--- src/rtl/pc_sequencer.sv ---
// Next-PC sequencer: owns the PC, runs the fetch handshake and picks PC+4 / branch / jump once per retire.
// Optional PC_SEQ_ALIGN_CHECK_EN: misaligned redirect targets trap to TRAP_VECTOR and pulse fault.
//
// state | meaning
// IDLE  | post-reset, no fetch outstanding
// FETCH | imem_req high, waiting for imem_ack
// ISSUE | instruction presented; retires on the first cycle without stall
module pc_sequencer #(
    parameter logic [31:0] RESET_VECTOR = 32'h0000_0000,
    parameter logic [31:0] TRAP_VECTOR  = 32'h0000_0080
) (
    input  logic        clk,
    input  logic        rst_n,
    output logic        imem_req,
    output logic [31:0] imem_addr,
    input  logic        imem_ack,
    output logic        instr_valid,
    output logic [31:0] pc,
    input  logic        stall,
    input  logic        branch_taken,
    input  logic [31:0] branch_target,
    input  logic        jump,
    input  logic [31:0] jump_target,
    output logic [31:0] instret,
    output logic        fault
);

    typedef enum logic [1:0] {
        IDLE  = 2'd0,
        FETCH = 2'd1,
        ISSUE = 2'd2
    } state_t;

    state_t      state;
    state_t      state_nxt;
    logic        retire;
    logic        redirect;
    logic [31:0] target;
    logic [31:0] next_pc;
    logic [31:0] instret_inc;

    always_ff @(posedge clk or negedge rst_n) begin
        if (!rst_n) begin
            state <= IDLE;
        end else begin
            state <= state_nxt;
        end
    end

    always_comb begin
        state_nxt = state;
        case (state)
            IDLE:    state_nxt = FETCH;
            FETCH:   state_nxt = imem_ack ? ISSUE : FETCH;
            ISSUE:   state_nxt = stall ? ISSUE : FETCH;
            default: state_nxt = IDLE;
        endcase
    end

    always_comb begin
        imem_req    = (state == FETCH);
        instr_valid = (state == ISSUE);
    end

    assign retire      = (state == ISSUE) && !stall;
    assign redirect    = jump || branch_taken;
    assign target      = jump ? jump_target : branch_target;
    assign instret_inc = instret + 32'd1;
    assign imem_addr   = pc;

`ifdef PC_SEQ_ALIGN_CHECK_EN
    logic misalign;

    assign misalign = redirect && (target[1:0] != 2'b00);

    always_comb begin
        next_pc = pc + 32'd4;
        if (misalign) begin
            next_pc = TRAP_VECTOR;
        end else if (redirect) begin
            next_pc = target;
        end
    end

    always_ff @(posedge clk or negedge rst_n) begin
        if (!rst_n) begin
            fault <= 1'b0;
        end else begin
            fault <= retire && misalign;
        end
    end
`else
    // Without the check, low address bits of a redirect are simply dropped.
    always_comb begin
        next_pc = pc + 32'd4;
        if (redirect) begin
            next_pc = target & 32'hFFFF_FFFC;
        end
    end

    assign fault = 1'b0;
`endif

    always_ff @(posedge clk or negedge rst_n) begin
        if (!rst_n) begin
            pc      <= RESET_VECTOR;
            instret <= 32'd0;
        end else if (retire) begin
            pc      <= next_pc;
            instret <= instret_inc;
        end
    end

endmodule
--- config.mk ---
export PLATFORM = sky130hd
export DESIGN_NAME = pc_sequencer
export DESIGN_NICKNAME = d
export VERILOG_FILES = /design/src/rtl/pc_sequencer.sv
export SDC_FILE = /design/constraint.sdc
export NUM_CORES = 1
export LEC_CHECK = 0
export CORE_ASPECT_RATIO = 1.75
export CORE_UTILIZATION = 35
export CTS_CLUSTER_SIZE = 40
export DETAILED_ROUTE_END_ITERATION = 8
export DONT_BUFFER_PORTS = 1
export PLACE_DENSITY = 0.55
export SLEW_MARGIN = 20
export SYNTH_ARGS = -nofsm -noshare
export SYNTH_HDL_FRONTEND = slang
export SYNTH_SLANG_ARGS = --single-unit
--- constraint.sdc ---
create_clock -name clk -period 1.95 [get_ports clk]
set_clock_uncertainty 0.05 [all_clocks]
set_input_delay 0.39 -clock clk [delete_from_list [all_inputs] [get_ports clk]]
set_output_delay 0.39 -clock clk [all_outputs]
set_load 0.02 [all_outputs]
==> key figures <==
Status
  – Status: complete, but fails checks
  – Violations in the final reports: DRC

STA
  – Setup violators final: 0
  – Total count of max-transition violations in the final report: 0
  – Final critical-path required period: about 1900 ps
  – Share of the clock period used by the worst path after layout: 0.952
  – Smallest hold slack: 131 ps
  – Fmax: 539 MHz
  – Sum of negative setup slack: 0 ps
  – RSZ-0062 raised after global routing: false
  – Final count of hold timing violations: 0

Worst setup path
  – Sort of element at the start of the critical path: flip-flop
  – Ordered cell list for the critical path: or3b_4 > buf_4 > nor4_1 > a31oi_1 > a211o_1
  – Highest net fanout along the worst path: 32
  – Data arrival at the endpoint of the critical path: 2020 ps
  – Stage delay of the slowest cell on the critical path: 430 ps
  – Path type of the worst setup path: reg -> reg
  – Endpoint class of the critical path: flip-flop
  – Critical path required time: 2110 ps
  – Crit-path slowest cell: sky130_fd_sc_hd__or3b_4

Route
  – Wire length after detailed routing: 12.7 mm
  – Total number of vias: 3,803
  – Via density: between 5 and 6
  – Average detailed-routed wire length per instance: 20.0 microns
  – Final antenna-violating net count: 0
  – First-pass iteration count of the detailed router: 7
  – Remaining DRCs: 14
  – Starting DRT DRC Count: 143

Clock tree
  – Number of buffers on the longest clock path: 2
  – Htree depth: 3
  – Clock network latency to the later pin of the worst-skew pair: between 300 and 400 ps
  – Clock root buffer master: sky130_fd_sc_hd__clkbuf_16
  – CTS buffer count: 9
  – Clock tree from TritonCTS: done
  – Register clock-pin slew on the reported worst setup and hold paths: 50 ps
  – Sinks on Clock Net: 64

Pwr
  – Share of total power in the clock network: 0.318
  – Flop pwr share: 0.290
  – Max rail drop VDD: 0.000607 V
  – Part of the power in combinational logic: 0.391
  – Power density over the cells: 1330 nW/um^2
  – Switching part of the total power: 0.394
  – Power dissipated by switching net loads: approximately 0.0026 W
  – Cell leakage power: 2.20 nW
  – Cell-internal power: 0.00405 W

Final layout
  – Number of standard cells in the final layout excluding fillers: 634
  – Post-layout utilization of the core: 0.435
  – Antenna Diode Count: 0
  – Fin nets: 566
  – Fraction of layout cells with a size suffix above 1: 0.222
  – Syn-to-layout area delta: 22.1%

Global routing
  – Overall overflow remaining after global route: 0
  – Antenna violations before repair: 0
  – Number of global-route vias before repair: between 3,000 and 4,000
  – Overall Global Routing Usage: 0.207
  – Largest net degree at the start of global routing: 65
  – First-pass GRT wire length: roughly 19 mm

Synthesis
  – Yosys reg bits: 64
  – Async S/R FF share, synth: 1.00
  – Syn Area/Cell: 8.93 sq um
  – Post-synth EDFFs: 0
  – Most frequent cells after synthesis: sky130_fd_sc_hd__dfrtp_1, sky130_fd_sc_hd__o21ai_0, sky130_fd_sc_hd__buf_4, sky130_fd_sc_hd__nand2_1, sky130_fd_sc_hd__nand3_1
  – Top-count cell post-synth: sky130_fd_sc_hd__dfrtp_1
  – Sequential-to-total area share from yosys stat: 0.391
  – Count of distinct cell types in the synthesized netlist: 52
  – Largest area contributor in the netlist: sky130_fd_sc_hd__dfrtp_1
  – Yosys warning count: 0
  – Area contributors post-synth: sky130_fd_sc_hd__dfrtp_1, sky130_fd_sc_hd__buf_4, sky130_fd_sc_hd__o21ai_0
  – Portion of synthesized cell area occupied by the leading cell type: 0.391
  – Top flip-flop cell by instance count after synthesis: sky130_fd_sc_hd__dfrtp_1
  – Combined area of all synthesized cells: 4100 sq um
  – Cell count after synthesis: 459

Placement
  – Final Wtd Congestion: approximately 0.86
  – HPWL reported at the end of detailed placement: between 9 and 10 mm
  – Number of placed instances with taps included: 615
  – Buffers on Ports: 0

Floorplanning
  – Die width: about 84 microns
  – Die outline area: 12,200 sq um
  – Core Rows: 52
  – Boundary Pins: 169
  – Core region area: around 12,000 sq um
  – Die span in y: 145 microns
  – Initial cell density of the core: 0.356

Min path
  – Worst min path class: in -> reg

Run
  – Maximum capacitance violations: 0
[repair_timing]
action	in CTS	in global routing
resized for setup	2	2
cloned	0	0
setup buffers	0	1
setup endpoints to repair	6	5
hold buffers	2	0
hold endpoints to repair	64	0
pin swaps	1	0
[power by group through the flow]
stage	sequential, W	clock (W)	combinational (W)
after detailed placement	0.00195	0	0.00258
after global placement	0.00195	0	0.00253
after floorplan	0.00243	0	0.00155
after CTS	0.00193	0.00217	0.00263
after global routing	0.00198	0.00223	0.00281
final	0.00194	0.00213	0.00261
[logic make-up (layout without fill, tap and decap cells)]
family,Yosys count,in the layout,synth area share
adder cells (fa/ha/maj),2,2,0.00610
other,1,5,0.000915
XOR/XNOR,31,31,0.0662
buffers and inverters,71,107,0.0989
AO/OA/AOI/OAI,117,117,0.201
multiplexers,2,2,0.00488
AND/OR/NAND/NOR,171,171,0.231
flip-flops,64,64,0.391
[per-layer routing]
metal / up-vias / GRT usage / part of all wire
met2: 171 / 0.377 / 0.54
met4: 0 / 0.0966 / 0.027
met5: - / 0 / 0
met1: 1850 / 0.223 / 0.36
met3: 19 / 0.0461 / 0.068
li1: 1763 / - / -
[registers in the layout, indices dropped and copies added, names as in the netlist]
signal     cells
imem_addr     30
state          2
instret       32
[placed cells by master, fill, tap and decap left out, drive strengths merged, types with 12 or more instances in the layout]
| master | netlist | layout |
|---|---|---|
| o21ai | 37 | 37 |
| a22oi | 20 | 20 |
| nand3 | 24 | 24 |
| nor2 | 23 | 23 |
| nand2 | 35 | 35 |
| xnor2 | 21 | 21 |
| dfrtp | 64 | 64 |
| and3 | 17 | 17 |
| nand4 | 20 | 20 |
| buf | 44 | 84 |
| nor3 | 12 | 12 |
[final timing paths]
kind | startpoint | to | slack [ps] | cells after the start
setup / recovery | state[0] | imem_addr[31] | 90 | 5
hold / removal | imem_ack | state[0] | 130 | 1
setup reg to reg | state[0] | imem_addr[31] | 90 | 5
hold reg to reg | instret[5] | instret[5] | 500 | 1
max in group asynchronous | rst_n | imem_addr[31] | 1020 | 2
min in group asynchronous | rst_n | instret[16] | 550 | 2
[through the flow]
step	area, sq um	total power [W]	setup WS, ps
5_1_grt	5010	0.00703	19.7
4_1_cts	4990	0.00674	45.6
3_3_place_gp	4550	0.00448	-7.49
3_5_place_dp	4550	0.00453	-34.0
2_1_floorplan	4120	0.00398	56.0
6_report	5010	0.00668	93.6
[worst max-delay path, delay by kind of cell, from the launching register on]
| kind | cells | cell delay, ps |
|---|---|---|
| compound gates | 2 | 350 |
| buf+inv | 1 | 240 |
| flops | 1 | 370 |
| simple gates | 2 | 730 |
[final cells by class]
class / instances / area, sq um
clock inverters: 7 / 168
fillers: 1126 / 6510
clock buffers: 9 / 225
inverters: 6 / 22.5
well taps: 135 / 169
multi-input cells: 328 / 2140
flip-flops and latches: 64 / 1600
repair buffers: 85 / 686
Note: power is estimated with default switching activity, not from simulation.
